==> src/rtl/ttt_pkg.sv <==
// Shared types for the token/threshold/timer processor engine.
// Event type codes and sweep sequencer states.
package ttt_pkg;

    localparam int EV_TYPE_W = 2;

    typedef enum logic [EV_TYPE_W-1:0] {
        EV_NONE  = 2'b00,
        EV_START = 2'b01,
        EV_STOP  = 2'b10
    } ev_type_t;

    typedef enum logic {
        IDLE = 1'b0,
        SCAN = 1'b1
    } state_t;

endpackage

==> src/rtl/ttt_event_fifo.sv <==
// Purpose: first-word fall-through event queue between the sweep sequencer and the serializer.
// Latency: a pushed word is visible on out_vld/out_dat the cycle after the push.
// Backpressure: in_rdy drops only when full and the consumer is not popping in the same cycle.
module ttt_event_fifo #(
    parameter int WIDTH = 8,
    parameter int DEPTH = 4
) (
    input  logic             clock,
    input  logic             reset,
    input  logic             in_vld,
    output logic             in_rdy,
    input  logic [WIDTH-1:0] in_dat,
    output logic             out_vld,
    input  logic             out_rdy,
    output logic [WIDTH-1:0] out_dat,
    output logic             full,
    output logic             empty
);
    localparam int AW = $clog2(DEPTH);

    logic [WIDTH-1:0] mem_q [DEPTH];
    logic [AW-1:0]    wr_ptr_q, rd_ptr_q;
    logic [AW:0]      cnt_q, cnt_d;
    logic             full_q, empty_q;
    logic             push, pop;

    assign out_vld = ~empty_q;
    assign out_dat = mem_q[rd_ptr_q];
    assign full    = full_q;
    assign empty   = empty_q;
    // A pop in the same cycle frees the slot the push lands in.
    assign in_rdy  = ~full_q | out_rdy;
    assign push    = in_vld & in_rdy;
    assign pop     = out_vld & out_rdy;
    assign cnt_d   = cnt_q + (AW+1)'(push) - (AW+1)'(pop);

    always_ff @(posedge clock or negedge reset) begin
        if (!reset) begin
            for (int i = 0; i < DEPTH; i++) mem_q[i] <= '0;
            wr_ptr_q <= '0;
            rd_ptr_q <= '0;
            cnt_q    <= '0;
            full_q   <= 1'b0;
            empty_q  <= 1'b1;
        end else begin
            if (push) begin
                mem_q[wr_ptr_q] <= in_dat;
                wr_ptr_q        <= wr_ptr_q + 1'b1;
            end
            if (pop) rd_ptr_q <= rd_ptr_q + 1'b1;
            cnt_q   <= cnt_d;
            full_q  <= (cnt_d == (AW+1)'(DEPTH));
            empty_q <= (cnt_d == '0);
        end
    end

endmodule

==> src/rtl/ttt_processor_engine.sv <==
// Purpose: processor array accumulating per-channel token deltas; each tick sweeps all processors for START/STOP.
// Latency: a sweep takes NUM_PROCESSORS cycles without stalls; events appear one cycle after their step.
// Backpressure: tok_ready/prog_ready low during a sweep; the sweep stalls while the event FIFO cannot accept.
module ttt_processor_engine
    import ttt_pkg::*;
#(
    parameter int NUM_PROCESSORS = 16,
    parameter int NUM_CHANNELS   = 2,
    parameter int NEW_TOKEN_BITS = 4,
    parameter int TOKEN_BITS     = 8,
    parameter int DURATION_BITS  = 8,
    parameter int EV_FIFO_DEPTH  = 4,
    localparam int PW            = $clog2(NUM_PROCESSORS),
    localparam int NTB           = NEW_TOKEN_BITS
) (
    input  logic                       clock,
    input  logic                       reset,
    input  logic                       tick,
    input  logic [NUM_CHANNELS-1:0]    tok_valid,
    output logic                       tok_ready,
    input  logic [NUM_CHANNELS*PW-1:0] tok_id,
    input  logic [NUM_CHANNELS*NTB-1:0] tok_good,
    input  logic [NUM_CHANNELS*NTB-1:0] tok_bad,
    input  logic                       prog_valid,
    output logic                       prog_ready,
    input  logic [PW-1:0]              prog_id,
    input  logic [TOKEN_BITS-1:0]      prog_threshold,
    input  logic [DURATION_BITS-1:0]   prog_duration,
    output logic                       ev_valid,
    input  logic                       ev_ready,
    output logic [PW-1:0]              ev_id,
    output logic [1:0]                 ev_type,
    output logic                       busy,
    output logic                       tick_overrun
);
    localparam int SW = TOKEN_BITS + NTB + $clog2(NUM_CHANNELS + 1) + 2;
    localparam int TMAX = (1 << TOKEN_BITS) - 1;
    localparam int EW = PW + EV_TYPE_W;

    logic [TOKEN_BITS-1:0]    good_q [NUM_PROCESSORS];
    logic [TOKEN_BITS-1:0]    bad_q  [NUM_PROCESSORS];
    logic [TOKEN_BITS-1:0]    thr_q  [NUM_PROCESSORS];
    logic [DURATION_BITS-1:0] dur_q  [NUM_PROCESSORS];
    logic [DURATION_BITS-1:0] rem_q  [NUM_PROCESSORS];
    logic [NUM_PROCESSORS-1:0] active_q;
    logic [TOKEN_BITS-1:0]    good_sum [NUM_PROCESSORS];
    logic [TOKEN_BITS-1:0]    bad_sum  [NUM_PROCESSORS];

    state_t          state_q, state_d;
    logic [PW-1:0]   idx_q, idx_d;
    logic            tick_pending_q, tick_overrun_q;
    logic            start_c, stop_c, ev_push, step, last, done;
    ev_type_t        ev_kind;
    logic            fifo_in_rdy, fifo_full, fifo_empty, fifo_flags_unused;
    logic [EW-1:0]   fifo_out;

    function automatic logic [TOKEN_BITS-1:0] sat(input logic signed [SW-1:0] v);
        if (v < 0)               return '0;
        else if (v > SW'(TMAX))  return TOKEN_BITS'(TMAX);
        else                     return v[TOKEN_BITS-1:0];
    endfunction

    // Full-width accumulation per processor so several channels hitting one ID all count.
    always_comb begin
        logic signed [SW-1:0] g_acc, b_acc;
        g_acc = '0;
        b_acc = '0;
        for (int p = 0; p < NUM_PROCESSORS; p++) begin
            g_acc = SW'(good_q[p]);
            b_acc = SW'(bad_q[p]);
            for (int c = 0; c < NUM_CHANNELS; c++) begin
                if (tok_valid[c] && tok_id[c*PW +: PW] == PW'(p)) begin
                    g_acc = g_acc + SW'($signed(tok_good[c*NTB +: NTB]));
                    b_acc = b_acc + SW'($signed(tok_bad[c*NTB +: NTB]));
                end
            end
            good_sum[p] = sat(g_acc);
            bad_sum[p]  = sat(b_acc);
        end
    end

    assign start_c = ~active_q[idx_q] && (dur_q[idx_q] != '0) &&
                     (good_q[idx_q] >= thr_q[idx_q]) && (bad_q[idx_q] == '0);
    assign stop_c  = active_q[idx_q] && ((bad_q[idx_q] != '0) || (rem_q[idx_q] == '0));
    assign ev_kind = start_c ? EV_START : EV_STOP;
    assign ev_push = (state_q == SCAN) && (start_c || stop_c);
    assign step    = (state_q == SCAN) && (!ev_push || fifo_in_rdy);
    assign last    = (idx_q == PW'(NUM_PROCESSORS - 1));
    assign done    = step && last;

    always_comb begin
        state_d = state_q;
        idx_d   = idx_q;
        case (state_q)
            IDLE: begin
                if (tick) begin
                    state_d = SCAN;
                    idx_d   = '0;
                end
            end
            SCAN: begin
                if (step) begin
                    if (last) begin
                        idx_d = '0;
                        if (!(tick_pending_q || tick)) state_d = IDLE;
                    end else begin
                        idx_d = idx_q + 1'b1;
                    end
                end
            end
            default: state_d = IDLE;
        endcase
    end

    always_ff @(posedge clock or negedge reset) begin
        if (!reset) begin
            state_q        <= IDLE;
            idx_q          <= '0;
            tick_pending_q <= 1'b0;
            tick_overrun_q <= 1'b0;
        end else begin
            state_q <= state_d;
            idx_q   <= idx_d;
            // A restart consumes one tick; a tick arriving with one already queued is lost.
            if (state_q == SCAN) begin
                if (done) begin
                    tick_pending_q <= tick_pending_q && tick;
                end else if (tick) begin
                    if (tick_pending_q) tick_overrun_q <= 1'b1;
                    tick_pending_q <= 1'b1;
                end
            end
        end
    end

    always_ff @(posedge clock or negedge reset) begin
        if (!reset) begin
            for (int p = 0; p < NUM_PROCESSORS; p++) begin
                good_q[p] <= '0;
                bad_q[p]  <= '0;
                thr_q[p]  <= '0;
                dur_q[p]  <= '0;
                rem_q[p]  <= '0;
            end
            active_q <= '0;
        end else if (state_q == IDLE) begin
            for (int p = 0; p < NUM_PROCESSORS; p++) begin
                good_q[p] <= good_sum[p];
                bad_q[p]  <= bad_sum[p];
            end
            if (prog_valid) begin
                thr_q[prog_id] <= prog_threshold;
                dur_q[prog_id] <= prog_duration;
            end
        end else if (step) begin
            good_q[idx_q] <= '0;
            bad_q[idx_q]  <= '0;
            if (start_c) begin
                active_q[idx_q] <= 1'b1;
                rem_q[idx_q]    <= dur_q[idx_q] - 1'b1;
            end else if (stop_c) begin
                active_q[idx_q] <= 1'b0;
            end else if (active_q[idx_q]) begin
                rem_q[idx_q] <= rem_q[idx_q] - 1'b1;
            end
        end
    end

    ttt_event_fifo #(
        .WIDTH (EW),
        .DEPTH (EV_FIFO_DEPTH)
    ) u_ev_fifo (
        .clock   (clock),
        .reset   (reset),
        .in_vld  (ev_push),
        .in_rdy  (fifo_in_rdy),
        .in_dat  ({idx_q, ev_kind}),
        .out_vld (ev_valid),
        .out_rdy (ev_ready),
        .out_dat (fifo_out),
        .full    (fifo_full),
        .empty   (fifo_empty)
    );

    assign fifo_flags_unused = fifo_full ^ fifo_empty;
    assign ev_id        = fifo_out[EW-1:EV_TYPE_W];
    assign ev_type      = fifo_out[EV_TYPE_W-1:0];
    assign tok_ready    = (state_q == IDLE);
    assign prog_ready   = tok_ready;
    assign busy         = (state_q == SCAN);
    assign tick_overrun = tick_overrun_q;

endmodule

==> config.mk <==
export PLATFORM = sky130hd
export DESIGN_NAME = ttt_processor_engine
export DESIGN_NICKNAME = d
export VERILOG_FILES = /design/src/rtl/ttt_pkg.sv /design/src/rtl/ttt_event_fifo.sv /design/src/rtl/ttt_processor_engine.sv
export SDC_FILE = /design/constraint.sdc
export NUM_CORES = 2
export LEC_CHECK = 0
export CELL_PAD_IN_SITES_DETAIL_PLACEMENT = 1
export CELL_PAD_IN_SITES_GLOBAL_PLACEMENT = 1
export CORE_MARGIN = 1.5
export CORE_UTILIZATION = 45
export CTS_BUF_LIST = sky130_fd_sc_hd__clkbuf_8
export DETAILED_ROUTE_END_ITERATION = 16
export GPL_TIMING_DRIVEN = 0
export PLACE_DENSITY_LB_ADDON = 0.15
export SLEW_MARGIN = 10
export SYNTH_ARGS = -nofsm -noshare
export SYNTH_HDL_FRONTEND = slang
export SYNTH_SLANG_ARGS = --single-unit
export TNS_END_PERCENT = 50
==> constraint.sdc <==
create_clock -name clock -period 5.9 [get_ports clock]
set_clock_uncertainty 0.2 [all_clocks]
set_input_delay 0.885 -clock clock [delete_from_list [all_inputs] [get_ports clock]]
set_output_delay 0.885 -clock clock [all_outputs]
set_load 0.05 [all_outputs]
==> impl_metrics.toml <==
[run_status]
outcome = "finished, final reports clean"

[placed_design]
place_ws_ns = -3.014
placed_cells = 8796
gp_congestion = 0.9229
numPortBuffers = 59
dp_hpwl_um = 175600
place_area_mm2 = 0.06656

[setup_path]
timing.rr.end = "u_ev_fifo.full$_DFF_PN0_"
path_buf_inv = 6
path_class = "register to register"
critPathMaxStageDelay_ns = 0.76
r2r-start = "idx_q[3]$_DFFE_PN0P_"
path_depth = 16
worst_setup_path_start_kind = "register"
critPathCaptureType = "register"
crit_arrival_ns = 6.41
required_ns = 6.50
path_cells = "buf_2 -> and2_1 -> clkbuf_1 -> clkbuf_1 -> o21ai_0 -> and4_1 -> nor4_4 -> o211a_1 -> buf_4 -> buf_6 -> ha_1 -> inv_1 -> fa_1 -> xnor2_1 -> xnor2_1 -> nor3b_2"
cp-endpoint = "u_ev_fifo.full$_DFF_PN0_"
critPathTopFamily = "buffers and inverters"
r2r_cells = 16
critical_path_peak_fanout = 10
crit_start = "idx_q[3]$_DFFE_PN0P_"
reg2reg_setup_slack_ns = 0.09
slowest_stage = "clkbuf_1"

[routing]
route.detailed.drc = 0
drt_wl_total_um = 233700
via_per_inst = 6.297
wl_per_cell_um = 25.83
drt_iter0_drc = 3845
num_vias = 56960
ant_nets = 0
first_pass_iters = 5

[yosys]
synth_top_cell_area_share_pct = 27.62
yosysMostFrequentCell = "nand2_1"
syn_nets = 7581
yosys.area.top_type = "dfrtp_1"
yosysSeqAreaShare_pct = 27.66
synth_edf_count = 0
ys_warn_count = 0
synthCells = 6835
async_reset_ff_share_pct = 100.0
post_synth_num_cell_types = 87
synth_common_cells = "nand2_1 (713), dfrtp_1 (695), ha_1 (630)"
synth_area_leaders = "dfrtp_1 (28%), ha_1 (13%), mux2_2 (7.9%), mux4_2 (5.5%), nand2_1 (4.3%)"
synth_ff_type = "dfrtp_1"
netlist_area_mm2 = 0.06297
ys_ff_latch = 696
avgSynthCellArea_um2 = 9.212

[timing]
max_freq_ghz = 0.1721
timing.hold.ws_ns = 0.2817
finalCritPeriodShare_pct = 98.50
setup_slack_ns = 0.08829
final-setup-viol-count = 0
tns_ns = 0
final_hold_viol_count = 0
slew_violations = 0
fin_crit_ns = 5.812
worstMarginPinSlew_ns = 1.430
max_slew_margin_pct = 4.682

[clock_tree]
clockBufferDepth = 3
cts_sinks = 696
clkLatencyLatePin_ns = 0.90
cts_made_buffers = 136
cts_tree = "yes"
htree_num_levels = 4
clkTransAtPathRegs_ns = 0.06
cts_root_buf = "clkbuf_8"

[finish]
finalInstanceArea_mm2 = 0.07005
drive_gt1_share_pct = 14.87
multi_input_area_mm2 = 0.04354
ff_latch_area_mm2 = 0.01742
final_util_pct = 50.33
fin_nets = 7818
synthToLayoutAreaGrowth_pct = 11.25
stdcell_count = 9046
fillerInstances = 16011

[global_routing]
first_global_vias = 58786
grt.overflow.total = 0
grt_pass1_wl_um = 357200
grt_max_degree = 107
antenna_found_initial = 18
grt_use_total_pct = 32.61

[die]
fp.dieH_um = 377.1
die_width_um = 377.1
ios = 62
rows = 137
dieArea_mm2 = 0.1422
coreArea_mm2 = 0.1392
start_util_pct = 45.24

[job]
drv_cap = 0

[pwr]
leakagePower_nw = 31.78
p_total_mw = 21.34
p_per_area_mw_per_mm2 = 304.6
ir_drop_uv = 331.0

[hold_path]
hp-class = "register to register"
worst min path at each step:
| stage | start | end | slack, ns | cells after the start |
|---|---|---|---|---|
| global placement | rem_q[105]$_DFFE_PN0P_ | rem_q[105]$_DFFE_PN0P_ | 0.28 | 1 |
| floorplan | u_ev_fifo.cnt_q[2]$_DFF_PN0_ | u_ev_fifo.cnt_q[2]$_DFF_PN0_ | 0.26 | 1 |
| finish | u_ev_fifo.cnt_q[2]$_DFF_PN0_ | u_ev_fifo.cnt_q[2]$_DFF_PN0_ | 0.28 | 1 |
| CTS | u_ev_fifo.cnt_q[2]$_DFF_PN0_ | u_ev_fifo.cnt_q[2]$_DFF_PN0_ | 0.29 | 1 |
| detailed placement | u_ev_fifo.cnt_q[2]$_DFF_PN0_ | u_ev_fifo.cnt_q[2]$_DFF_PN0_ | 0.28 | 1 |
| global route | thr_q[1]$_DFFE_PN0P_ | thr_q[1]$_DFFE_PN0P_ | 0.31 | 1 |
area by class of cell:
cell class	instances	area share (%)
sequential	696	24.87
clock inverter	67	0.7413
multi-input combinational	5578	62.15
antenna	8	0.02858
timing repair buffer	108	2.059
inverter	290	1.563
tap	1876	3.351
buffer	262	2.074
clock buffer	161	3.163
layer usage:
layer	wire [µm]	part of all wire [%]	vias up	track usage [%]
met4	9243	4.0	4	12.60
met1	104300	45	29045	44.12
met5	33	0.014	-	0
met3	12910	5.5	444	4.827
li1	-	-	26030	-
met2	107200	46	1437	52.48
cell usage in the layout, fill, tap and decap left out, types with 65 or more instances in the layout:
cell	netlist	layout
a22o_1	174	174
o21a_1	120	120
inv_1	288	316
xor2_1	130	130
dfrtp_1	695	694
o2bb2ai_1	65	65
a21oi_1	290	284
nor2b_1	135	134
o21ai_0	488	486
a211oi_1	177	174
o211ai_1	96	96
nand2_1	713	713
nand2b_1	65	65
mux2_2	442	442
xnor2_1	155	155
ha_1	630	630
nand3_1	114	113
o31ai_1	77	75
fa_1	65	65
mux4_2	155	155
nor3_1	177	172
clkbuf_1	201	173
clkbuf_8	0	163
nor2_1	483	479
a21o_1	120	120
kinds of logic after synthesis:
family	synth area share [%]
compound gates	21.64
fa+ha+maj	14.59
xor+xnor	3.964
mux	14.09
buf+inv	3.539
simple gates	14.52
flops	27.66
sequential cells by signal, indices dropped and copies added (netlist names), named ones only:
name                cells
u_ev_fifo.wr_ptr_q      2
rem_q                 128
good_q                128
idx_q                   4
u_ev_fifo.full          1
busy                    1
bad_q                 128
u_ev_fifo.cnt_q         3
u_ev_fifo.empty         1
u_ev_fifo.mem_q        24
thr_q                 128
tick_overrun            1
u_ev_fifo.rd_ptr_q      2
tick_pending_q          1
dur_q                 128
repair_timing:
item / CTS / global route
hold buffers: 1 / 0
gates cloned: 0 / 2
resized for setup: 114 / 33
buffers inserted: 11 / 9
hold endpoints to repair: 72 / 0
pin swaps: 4 / 4
setup endpoints to repair: 438 / 224
worst register-to-register path, cell delays in order, from the launching register on:
cell	delay, ns
dfrtp_1	0.34
buf_2	0.39
and2_1	0.24
clkbuf_1	0.67
clkbuf_1	0.77
o21ai_0	0.47
and4_1	0.46
nor4_4	0.43
o211a_1	0.19
buf_4	0.20
buf_6	0.20
ha_1	0.16
inv_1	0.05
fa_1	0.40
xnor2_1	0.14
xnor2_1	0.24
nor3b_2	0.20
power by group:
part	internal, mW	switching, mW
logic	3.96	6.20
registers	5.46	0.549
clock network	2.69	2.47
total	12.1	9.22
No activity file was read; power rests on OpenSTA's default activity.
